File: config.mk
export PLATFORM = sky130hd
export DESIGN_NAME = countdown_timer
export DESIGN_NICKNAME = d
export VERILOG_FILES = /design/src/rtl/timer_pkg.sv /design/src/rtl/bcd_down_digit.sv /design/src/rtl/countdown_timer.sv
export SDC_FILE = /design/constraint.sdc
export NUM_CORES = 1
export LEC_CHECK = 0
export BUFFER_PORTS_ARGS = -buffer_cell sky130_fd_sc_hd__buf_2
export CAP_MARGIN = 0
export CORE_MARGIN = 2
export CORE_UTILIZATION = 60
export DETAILED_ROUTE_END_ITERATION = 6
export PLACE_DENSITY = 0.82
export SLEW_MARGIN = 10
export SYNTH_ARGS = -nofsm -noshare
export SYNTH_HDL_FRONTEND = slang
export SYNTH_SLANG_ARGS = --single-unit
File: constraint.sdc
create_clock -name clk -period 3.4 [get_ports clk]
set_input_delay 0.34 -clock clk [delete_from_list [all_inputs] [get_ports clk]]
set_output_delay 0.34 -clock clk [all_outputs]
set_load 0.02 [all_outputs]
File: src/rtl/timer_pkg.sv
// Shared types and constants for the two-digit BCD countdown timer.
package timer_pkg;

   localparam int unsigned TICK_DIV_DEF = 100_000_000;
   localparam int unsigned BCD_W        = 4;
   localparam logic [BCD_W-1:0] BCD_MAX = 4'd9;

   typedef enum logic [1:0] {
      ST_RUN     = 2'd0,
      ST_PAUSE   = 2'd1,
      ST_EXPIRED = 2'd2
   } state_e;

endpackage

File: src/rtl/bcd_down_digit.sv
// Single BCD digit: synchronous load, decrement with 0 -> 9 wrap and borrow-out.
module bcd_down_digit
   import timer_pkg::*;
#(
   parameter logic [BCD_W-1:0] RST_VAL = '0
) (
   input  logic             clk,
   input  logic             rst,
   input  logic             load,
   input  logic [BCD_W-1:0] load_val,
   input  logic             dec,
   output logic [BCD_W-1:0] digit,
   output logic             borrow_c
);

   logic [BCD_W-1:0] digit_q, digit_d;

   always_comb begin
      digit_d = digit_q;
      if (load) begin
         digit_d = load_val;
      end else if (dec) begin
         digit_d = (digit_q == '0) ? BCD_MAX : digit_q - BCD_W'(1);
      end
   end

   always_ff @(posedge clk or negedge rst) begin
      if (!rst) digit_q <= RST_VAL;
      else      digit_q <= digit_d;
   end

   assign digit    = digit_q;
   assign borrow_c = dec && !load && (digit_q == '0);

endmodule

File: src/rtl/countdown_timer.sv
// Two-digit BCD seconds countdown with run/pause/expired FSM and prescaler.
// Define COUNTDOWN_AUTO_RELOAD_EN to reload the preset one cycle after expiry.
module countdown_timer
   import timer_pkg::*;
#(
   parameter int unsigned TICK_DIV    = TICK_DIV_DEF,
   parameter int unsigned PRESET_TENS = 3,
   parameter int unsigned PRESET_ONES = 0,
   parameter int unsigned DIV_W       = 27
) (
   input  logic             clk,
   input  logic             rst,
   input  logic             count_en,
   input  logic             load,
   output logic [BCD_W-1:0] tens,
   output logic [BCD_W-1:0] ones,
   output logic             tick,
   output logic             done
);

   localparam logic [DIV_W-1:0] PRESC_MAX = DIV_W'(TICK_DIV - 1);
   localparam logic [BCD_W-1:0] PRE_T     = BCD_W'(PRESET_TENS);
   localparam logic [BCD_W-1:0] PRE_O     = BCD_W'(PRESET_ONES);
   localparam bit               PRE_ZERO  = (PRESET_TENS == 0) && (PRESET_ONES == 0);
   localparam state_e           RST_STATE = PRE_ZERO ? ST_EXPIRED : ST_RUN;

   state_e           state_q, state_d;
   logic [DIV_W-1:0] presc_q, presc_d;
   logic             tick_q, tick_d;
   logic             done_q, done_d;
   logic             step;
   logic             digit_load;
   logic             ones_borrow;
   logic             unused_tens_borrow;
   logic             last;
   state_e           resume_state;

   assign last         = (tens == '0) && (ones == BCD_W'(1));
   assign resume_state = count_en ? ST_RUN : ST_PAUSE;

   // Next state; the run level takes effect on the edge it is sampled, so a
   // resume edge already advances the prescaler.
   always_comb begin
      state_d    = state_q;
      presc_d    = presc_q;
      tick_d     = 1'b0;
      done_d     = done_q;
      step       = 1'b0;
      digit_load = 1'b0;
      if (load) begin
         digit_load = 1'b1;
         presc_d    = '0;
         done_d     = PRE_ZERO;
         state_d    = PRE_ZERO ? ST_EXPIRED : resume_state;
      end else begin
         case (state_q)
            ST_RUN: begin
               if (presc_q == PRESC_MAX) begin
                  step    = 1'b1;
                  tick_d  = 1'b1;
                  presc_d = '0;
                  if (last) begin
                     state_d = ST_EXPIRED;
                     done_d  = 1'b1;
                  end else if (!count_en) begin
                     state_d = ST_PAUSE;
                  end
               end else if (count_en) begin
                  presc_d = presc_q + DIV_W'(1);
               end else begin
                  state_d = ST_PAUSE;
               end
            end
            ST_PAUSE: begin
               if (count_en) begin
                  state_d = ST_RUN;
                  presc_d = presc_q + DIV_W'(1);
               end
            end
            ST_EXPIRED: begin
               presc_d = '0;
`ifdef COUNTDOWN_AUTO_RELOAD_EN
               digit_load = 1'b1;
               done_d     = PRE_ZERO;
               state_d    = PRE_ZERO ? ST_EXPIRED : resume_state;
`endif
            end
            default: state_d = ST_RUN;
         endcase
      end
   end

   always_ff @(posedge clk or negedge rst) begin
      if (!rst) begin
         state_q <= RST_STATE;
         presc_q <= '0;
         tick_q  <= 1'b0;
         done_q  <= PRE_ZERO;
      end else begin
         state_q <= state_d;
         presc_q <= presc_d;
         tick_q  <= tick_d;
         done_q  <= done_d;
      end
   end

   // Ones borrow gates the tens decrement.
   bcd_down_digit #(.RST_VAL(PRE_O)) u_ones (
      .clk      (clk),
      .rst      (rst),
      .load     (digit_load),
      .load_val (PRE_O),
      .dec      (step),
      .digit    (ones),
      .borrow_c (ones_borrow)
   );

   bcd_down_digit #(.RST_VAL(PRE_T)) u_tens (
      .clk      (clk),
      .rst      (rst),
      .load     (digit_load),
      .load_val (PRE_T),
      .dec      (ones_borrow),
      .digit    (tens),
      .borrow_c (unused_tens_borrow)
   );

   assign tick = tick_q;
   assign done = done_q;

endmodule

# Word-level counts from Yosys, hierarchy flattened
# Index checks and enable logic that the tools add are counted.
[word_totals]
inputBits = 4
reg_bits = 39
[classes]
n_eq_ne = 6
muxes = 25
reduce_logical = 15
n_addsub = 3
[ops]
columns = ["op", "count"]
rows = [
  ["two-way mux 27 bit", 3],
  ["case mux 27 bit (3 select lines)", 1],
  ["adder 27 x 1 -> 27 bit, second input constant", 1],
  ["equality test 27 bit, second input constant", 1],
  ["two-way mux 4 bit", 6],
  ["two-way mux 2 bit", 5],
  ["nonzero test 2 bit", 5],
  ["two-way mux 1 bit", 9],
  ["logical NOT 4 bit", 2],
  ["subtractor 4 x 1 -> 4 bit, second input constant", 2],
  ["case mux 2 bit (3 select lines)", 1],
  ["equality test 4 x 1 -> 1 bit, second input constant", 1],
  ["nonzero test 4 bit", 1],
  ["logical AND 1 bit", 3],
  ["!= test 3 bit, second input constant", 1],
  ["AND reduction 3 bit", 1],
  ["equality test 2 x 1 -> 1 bit, second input constant", 1],
  ["equality test 2 bit, second input constant", 1],
  ["logical NOT 2 bit", 1],
  ["!= test 2 bit, second input constant", 1],
  ["AND reduction 2 bit", 1],
  ["logical NOT 1 bit", 1],
]

# Depth between registers and ports, before layout
# Gate-level depths: netlist of the first run.
[depth]
ltp_word = 8
mapped_depth = 9

# Cells and area by module
# From an unflattened synthesis of the first run, not the netlist that was laid out.
[unflattened]
hier_cells = 242
hier_area_um2 = 2327.2
[by_module_without_submodules]
columns = ["mod", "cells_each", "seq_area_each_um2", "n_inst", "area_each_um2"]
rows = [
  ["countdown_timer", 198, 775.7, 1, 1841.8],
  ["bcd_down_digit (u_tens)", 22, 102.6, 1, 244.0],
  ["bcd_down_digit (u_ones)", 22, 100.1, 1, 241.5],
]

# Worst setup path before layout of the first run
# No wires, ideal clock.
[synth_timing]
path_type = "register -> register"
start = "register state_q[0]"
end = "register presc_q[26]"
n_path_buf = 2
period_less_slack_ps = 1914
setup_slack_ps = 1486
setup_time_ps = 131
t_arrival_ps = 1783
stages_incl_launch_ff = 10
cell_sequence = "dfrtp_1 inv_1 ha_1 buf_2 o41a_1 buf_2 nand2_1 nor4b_1 xnor2_1 nor2_1"
[synth_via]
elab_chain_len = 3
[synth_rtl]
columns = ["element", "line", "text"]
rows = [
  ["start: declaration", "countdown_timer.sv:27", "state_e state_q, state_d;"],
  ["start signal: assignment", "countdown_timer.sv:100", "state_q <= state_d;"],
  ["equality test 2 bit, or another cell as far along", "countdown_timer.sv:56", "case (state_q)"],
  ["case mux 27 bit (3 select lines)", "countdown_timer.sv:56", ""],
  ["two-way mux 27 bit", "countdown_timer.sv:50", "if (load) begin"],
  ["end signal: assignment", "countdown_timer.sv:101", "presc_q <= presc_d;"],
  ["end: declaration", "countdown_timer.sv:28", "logic [DIV_W-1:0] presc_q, presc_d;"],
]
# Several ways; a longest one is shown, not always the timed one.
# A chain may end at the register's enable or synchronous reset.

# Worst setup path after layout of the first run
# Same ends and word-level chain as after synthesis.

==> results of run 1 <==
[logic make-up (layout without fill, tap and decap cells)]
| logic type | count (synthesis) | after routing | share of synthesized area [%] |
|---|---|---|---|
| AND/OR/NAND/NOR | 125 | 125 | 31.7 |
| flip-flops | 39 | 39 | 43.5 |
| XOR/XNOR | 26 | 26 | 10.1 |
| AO/OA/AOI/OAI | 24 | 24 | 7.45 |
| buffers and inverters | 18 | 33 | 3.33 |
| adder cells (fa/ha/maj) | 7 | 7 | 3.89 |
[cells in the final DEF (no fill, tap or decap), drive strengths merged, types with 2 or more instances in the layout]
| cell type | n |
|---|---|
| nor2 | 44 |
| nor4b | 4 |
| nor4 | 10 |
| nor2b | 2 |
| nand2b | 2 |
| and3 | 2 |
| or3 | 3 |
| xor2 | 3 |
| nand2 | 17 |
| and4 | 5 |
| inv | 11 |
| nor3 | 11 |
| a21oi | 9 |
| and2 | 2 |
| clkbuf | 6 |
| nand4 | 10 |
| o21ai | 2 |
| dfrtp | 37 |
| bufinv | 2 |
| xnor2 | 23 |
| nand3 | 10 |
| buf | 14 |
| a211oi | 2 |
| ha | 7 |
| dfstp | 2 |
[critical path, stage by stage (launching register included)]
cell and delay [ps]:
dfrtp_1 390, inv_1 110, ha_1 370, o41a_1 460, nand2_1 320, nor4b_1 380, xnor2_1 160, nor2_1 50
[worst max-delay path by stage]
stage                          start          end  slack (ps)  depth (start not counted)
after floorplan           state_q[0]  presc_q[26]        1490                          9
after global placement    state_q[0]  presc_q[26]        1180                          7
after detailed placement  state_q[0]  presc_q[26]        1060                          7
after CTS                 state_q[0]  presc_q[26]        1060                          7
after global routing      state_q[0]  presc_q[26]         810                          7
final                     state_q[0]  presc_q[26]        1040                          7
[sequential cells by signal, summed over array words and instances (netlist names)]
name and count:
done 1, presc_q 27, state_q 2, tick 1
u_ones.digit 4, u_tens.digit 4
[cell type report]
type | instances | area, µm²
Clock buffer | 6 | 72.6
Clock inverter | 2 | 60.1
Fill cell | 293 | 1150
Inverter | 11 | 41.3
Multi-Input combinational cell | 182 | 1200
Sequential cell | 39 | 978
Tap cell | 48 | 60.1
Timing Repair Buffer | 14 | 72.6
[stage by stage]
step	power, W	std cells	worst slack [ps]
global placement	0.000548	294	1180
global route	0.00103	302	807
detailed placement	0.000550	294	1060
finish	0.000996	302	1040
floorplan	0.000527	239	1490
CTS	0.00100	302	1060
[layer usage]
layer  global-route usage (%)  vias up  routed length (µm)
met5                        0        -                   0
met4                     6.51        0                  48
met3                     5.82        6                 169
met2                     40.7       30                2200
met1                     29.4      847                1970
li1                         -      867                   -
[power groups by stage]
stage          Sequential (W)  Clock, W  Combinational (W)
6_report             0.000472  0.000455          0.0000681
5_1_grt              0.000473  0.000484          0.0000771
4_1_cts              0.000472  0.000463          0.0000689
3_5_place_dp         0.000481         0          0.0000686
3_3_place_gp         0.000481         0          0.0000671
2_1_floorplan        0.000480         0          0.0000466
==> run_results.csv, run 1 <==
group,metric,value,unit
status,outcome,"completed",
routing,wirelength,4390,µm
power,swShare,21.5,%
synthesis,syn_inst,239,
timing,fmax,424,MHz
hold_path,hold_path.class,"input pin to asynchronous set/reset pin",
synthesis,synth.ff_latch_count,39,
timing,rsz0062_at_grt,"false",
grt,grt_pass1_wl,7700,µm
timing,relSlewSlack,42.8,%
synthesis,ys_seq_area_share,43.5,%
finish,drive_gt1_share,13.8,%
synthesis,synthTopCellsByArea,"dfrtp_1, xnor2_1, nor2_1",
synthesis,synth_most_common_cell,"nor2_1",
synthesis,synth_fp_nets,250,
synthesis,synth_top_area_share,41.1,%
setup_path,reg2reg_from,"state_q[0]",
routing,ant_nets,0,
timing,tightest_slew,858,ps
clock_network,cts_tree,"yes",
floorplan,dieArea,0.00426,mm²
synthesis,synth.avg_cell_area,9.42,µm²
timing,finalHoldViolations,0,
power,power.leakage,0.991,nW
setup_path,reg2reg_depth,7,
clock_network,cts_root_buf,"clkbuf_8",
routing,via_count,1750,
finish,final_util,68.3,%
placement,placed_area,0.00235,mm²
finish,syn_to_final_growth,10.3,%
grt,grt_pass1_vias,1700,
routing,avgViaCountPerCell,5.79,
timing,report.final.slew_viol_count,0,
power,p_clk_share,45.7,%
clock_network,postCtsSetupBuffers,0,
timing,period_needed,2360,ps
routing,first_pass_iters,4,
synthesis,synth_area_leader_cell,"dfrtp_1",
grt,antenna_found_initial,0,
placement,gp_congestion,0.833,
clock_network,cts_hold_buf,0,
power,sequentialPowerShare,47.4,%
synthesis,synth_common_cells,"nor2_1, dfrtp_1, xnor2_1, nand2_1, inv_1",
floorplan,io_pins,14,
finish,design_area,0.00248,mm²
power,max-vdd-ir-drop,0.318,mV
clock_network,clkTransAtPathRegs,80,ps
clock_network,ctsResizeCount,0,
floorplan,rows,22,
setup_path,crit_required,3580,ps
synthesis,synth_edf_count,0,
setup_path,cp-start-kind,"flop",
clock_network,clock-sinks,39,
routing,drc,0,
synthesis,syn_area,0.00225,mm²
synthesis,yosys_warnings,0,
finish,fin_nets,264,
setup_path,critical_path.max_fanout,10,
grt,grt_max_degree,40,
setup_path,crit_type,"flop to flop",
routing,first_iter_violations,85,
power,p_switching,0.000214,W
synthesis,ys_types,48,
floorplan,coreArea,0.00363,mm²
placement,dpl.hpwl,3100,µm
clock_network,clk_path_buf_depth,2,
timing,hold_ws,158,ps
floorplan,start_util,61.9,%
setup_path,worstSetupEndpointType,"flop",
setup_path,r2r_end,"presc_q[26]",
synthesis,async_flop_share,100,%
run,drv_cap,0,
finish,insertedDiodeCount,0,
floorplan,fp.dieH,65.3,µm
grt,grtUsageTotal,23.6,%
timing,period_share,69.4,%
clock_network,cts.htree.levels,2,
timing,tns,0,ps
clock_network,clock_latency,290,ps
power,p_int,0.000781,W
setup_path,reg2reg_setup_slack,1040,ps
grt,grt-ovfl-total,0,
setup_path,worstPathArrival,2540,ps
placement,portBuffers,13,
floorplan,die-width,65.3,µm
routing,wl_per_cell,14.5,µm
synthesis,synthFlopType,"dfrtp_1",
power,power_density,401,mW/mm²
power,combPwrFrac,6.8,%
timing,fin_skew,4.61,ps
timing,setup_viol,0,
clock_network,cts_made_buffers,5,
Power figures use the tool's default switching activity.
==> inputs of run 2 (changes only) <==
--- a/config.mk
+++ b/config.mk
@@ -5,12 +5,13 @@
 export SDC_FILE = /design/constraint.sdc
 export NUM_CORES = 1
 export LEC_CHECK = 0
+export ABC_AREA = 1
 export BUFFER_PORTS_ARGS = -buffer_cell sky130_fd_sc_hd__buf_2
 export CAP_MARGIN = 0
 export CORE_MARGIN = 2
-export CORE_UTILIZATION = 60
+export CORE_UTILIZATION = 55
 export DETAILED_ROUTE_END_ITERATION = 6
-export PLACE_DENSITY = 0.82
+export PLACE_DENSITY = 0.79
 export SLEW_MARGIN = 10
 export SYNTH_ARGS = -nofsm -noshare
 export SYNTH_HDL_FRONTEND = slang
==> constraint.sdc (replaced) <==
create_clock -name clk -period 2.15 [get_ports clk]
set_input_delay 0.215 -clock clk [delete_from_list [all_inputs] [get_ports clk]]
set_output_delay 0.215 -clock clk [all_outputs]
set_load 0.02 [all_outputs]
==> run 2 against run 1 <==
Flip-flop and latch count unchanged. Sequential power up 61%. Clock-buffer cell count unchanged. Synthesized cell count up 43%. Non-clock buffer count up 3. Clock skew up 1.8 ps. Power up 59%. Critical endpoint is now presc_q[9]. First-iteration DRC count rose to 2.6 times the previous value.
==> run_results.csv, run 2 <==
group,metric,value,unit
synthesis,synth_top_area_share,35.9,%
synthesis,synth_fp_nets,352,
floorplan,coreArea,0.00444,mm²
timing,setup_viol,0,
timing,period_share,88.1,%
clock_network,cts_made_buffers,5,
synthesis,async_flop_share,100,%
status,outcome,"completed",
synthesis,synth_most_common_cell,"nand2_1",
setup_path,cp_slowest_cell,"dfrtp_1",
grt,grt_use_met1,29.9,%
clock_network,clk_path_buf_depth,2,
grt,grt_max_degree,40,
grt,grtUsageTotal,22.4,%
clock_network,cts.htree.levels,2,
setup_path,cp-start-kind,"flop",
floorplan,start_util,58.0,%
setup_path,worstPathArrival,2080,ps
setup_path,crit_type,"flop to flop",
synthesis,synth.avg_cell_area,7.56,µm²
power,max-vdd-ir-drop,0.320,mV
setup_path,worstSetupEndpointType,"flop",
finish,top_register,"presc_q",
hold_path,hold_path.class,"input pin to asynchronous set/reset pin",
setup_path,reg2reg_setup_slack,260,ps
setup_path,critPathMaxStageDelay,400,ps
clock_network,clock-sinks,39,
synthesis,synthFlopType,"dfrtp_1",
floorplan,io_pins,14,
finish,drive_gt1_share,18.0,%
clock_network,clkTransAtPathRegs,80,ps
floorplan,rows,24,
routing,wl_per_cell,12.8,µm
finish,final_util,63.4,%
clock_network,cts_hold_buf,0,
placement,gp_congestion,0.914,
finish,syn_to_final_growth,9.37,%
setup_path,path_buf_inv,2,
synthesis,yosys_warnings,0,
timing,tightest_slew,840,ps
synthesis,synthAdderAreaFrac,3.40,%
timing,finalHoldViolations,0,
routing,via_count,2176,
grt,antenna_found_initial,0,
timing,period_needed,1890,ps
floorplan,die-width,72.5,µm
timing,fmax,528,MHz
floorplan,dieArea,0.00525,mm²
synthesis,synthXorXnorAreaFrac,7.48,%
setup_path,critical_path.max_fanout,6,
routing,drc,0,
routing,first_iter_violations,218,
synthesis,muxShareOfSynthArea,0.388,%
placement,dpl.hpwl,4030,µm
timing,report.final.slew_viol_count,0,
timing,tns,0,ps
clock_network,clock_latency,290,ps
clock_network,cts_tree,"yes",
clock_network,postCtsSetupBuffers,0,
synthesis,ys_seq_area_share,38.0,%
finish,fin_nets,371,
placement,portBuffers,13,
routing,ant_nets,0,
timing,rsz0062_at_grt,"false",
setup_path,worstPathCellList,"inv_1, ha_2, inv_1, nand3_1, nand2_1, nor2_1, nand2_1, xor2_1, nor2_2",
synthesis,synth.ff_latch_count,39,
synthesis,synth_common_cells,"nand2_1, nor2_1, inv_1, dfrtp_1, nand3_1",
synthesis,syn_inst,341,
setup_path,crit_required,2330,ps
synthesis,synth_edf_count,0,
power,power.leakage,1.31,nW
synthesis,syn_area,0.00258,mm²
grt,grt.busiest_layer,"met2",
synthesis,ys_types,33,
synthesis,synthTopCellsByArea,"dfrtp_1, nand2_1, nor2_1",
synthesis,yosys.area_share.simple,39.8,%
finish,largest_reg_flops,27,
floorplan,fp.dieH,72.5,µm
grt,grt_pass1_wl,9330,µm
finish,layout_commonest_cell,"nand2_1",
clock_network,cts_root_buf,"clkbuf_8",
grt,grt-ovfl-total,0,
grt,grt_pass1_vias,2111,
power,power_density,560,mW/mm²
finish,final_cell_mix,"nand2_1, nor2_1, inv_1",
grt,grtUsageMet2,37.5,%
synthesis,synth_area_leader_cell,"dfrtp_1",
routing,avgViaCountPerCell,5.27,
setup_path,crit_family,"simple AND/OR/NAND/NOR gates",
grt,met3_usage,4.31,%
timing,fin_skew,6.41,ps
finish,insertedDiodeCount,0,
timing,relSlewSlack,44.0,%
routing,first_pass_iters,4,
synthesis,synth_compound_area_share,3.35,%
routing,wirelength,5270,µm
synthesis,synth_top_family_by_area,"simple AND/OR/NAND/NOR gates",
run,drv_cap,0,
==> run 2: changes by cell type in the layout (fill, tap and decap cells not counted), sizes merged, moves of 5 or more <==
| cell | previous run | this run |
|---|---|---|
| nand2 | 17 | 84 |
| inv | 11 | 40 |
| nor2 | 44 | 72 |
| nand3 | 10 | 29 |
| xnor2 | 23 | 6 |
| xor2 | 3 | 16 |
| nor4 | 10 | 0 |
| and4 | 5 | 0 |
==> run 2: through the flow <==
stage	power, W	setup WS, ps	area (µm²)	hold slack, ps	cells
3_3_place_gp	0.000942	278	2690	367	405
5_1_grt	0.00163	60.8	2820	99.1	413
3_5_place_dp	0.000946	104	2690	375	405
6_report	0.00158	255	2820	19.3	413
2_1_floorplan	0.000902	490	2580	-80.6	341
4_1_cts	0.00159	81.2	2810	55.5	413
==> run 2: worst paths after layout <==
path	start	endpoint	cells past startpoint
max	state_q[0]	presc_q[9]	9
min	rst	presc_q[8]	1
max reg2reg	state_q[0]	presc_q[9]	9
min reg2reg	u_tens.digit[1]	u_tens.digit[1]	2
max in group asynchronous	rst	presc_q[23]	1
min in group clk	load	done	2
==> run 2: worst register-to-register path: stages, from the launching register on <==
cell and delay (ps):
dfrtp_1 400, inv_1 110, ha_2 260, inv_1 90
nand3_1 190, nand2_1 150, nor2_1 210, nand2_1 120
xor2_1 220, nor2_2 60
==> run 2: cell families (layout without fill, tap and decap cells) <==
logic type | Yosys count | count (layout)
and+or+nand+nor | 214 | 214
adders and majority gates | 7 | 7
xor gates and xnor gates | 22 | 22
muxes | 1 | 1
DFF | 39 | 39
AOI/OAI and AO/OA | 13 | 13
buffers and inverters | 45 | 65
==> run 2: layout make-up <==
cell class	count	area [µm²]
fillers	397	1630
clock buffers	6	82.6
well taps	52	65.1
repair buffers	17	95.1
clock inverters	2	35.0
multi-input cells	257	1410
flip-flops and latches	39	978
inverters	40	150
==> run 2: per-layer routing <==
metal,routed length (µm),up-vias,part of all wire [%]
met5,0,-,0
li1,-,1114,-
met2,2440,50,46
met1,2560,1002,49
met3,205,10,3.9
met4,68,0,1.3
==> run 2: timing repair <==
action / CTS / global route
endpoints found under the hold margin: 0 / 0
setup endpoints to repair: 0 / 6
resized for setup: 0 / 3
==> run 2: where the power goes <==
group	switching, W	internal (W)	total, W
Clock	0.000269	0.000376	0.000645
Combinational	0.000122	0.0000537	0.000175
Sequential	0.0000120	0.000746	0.000758
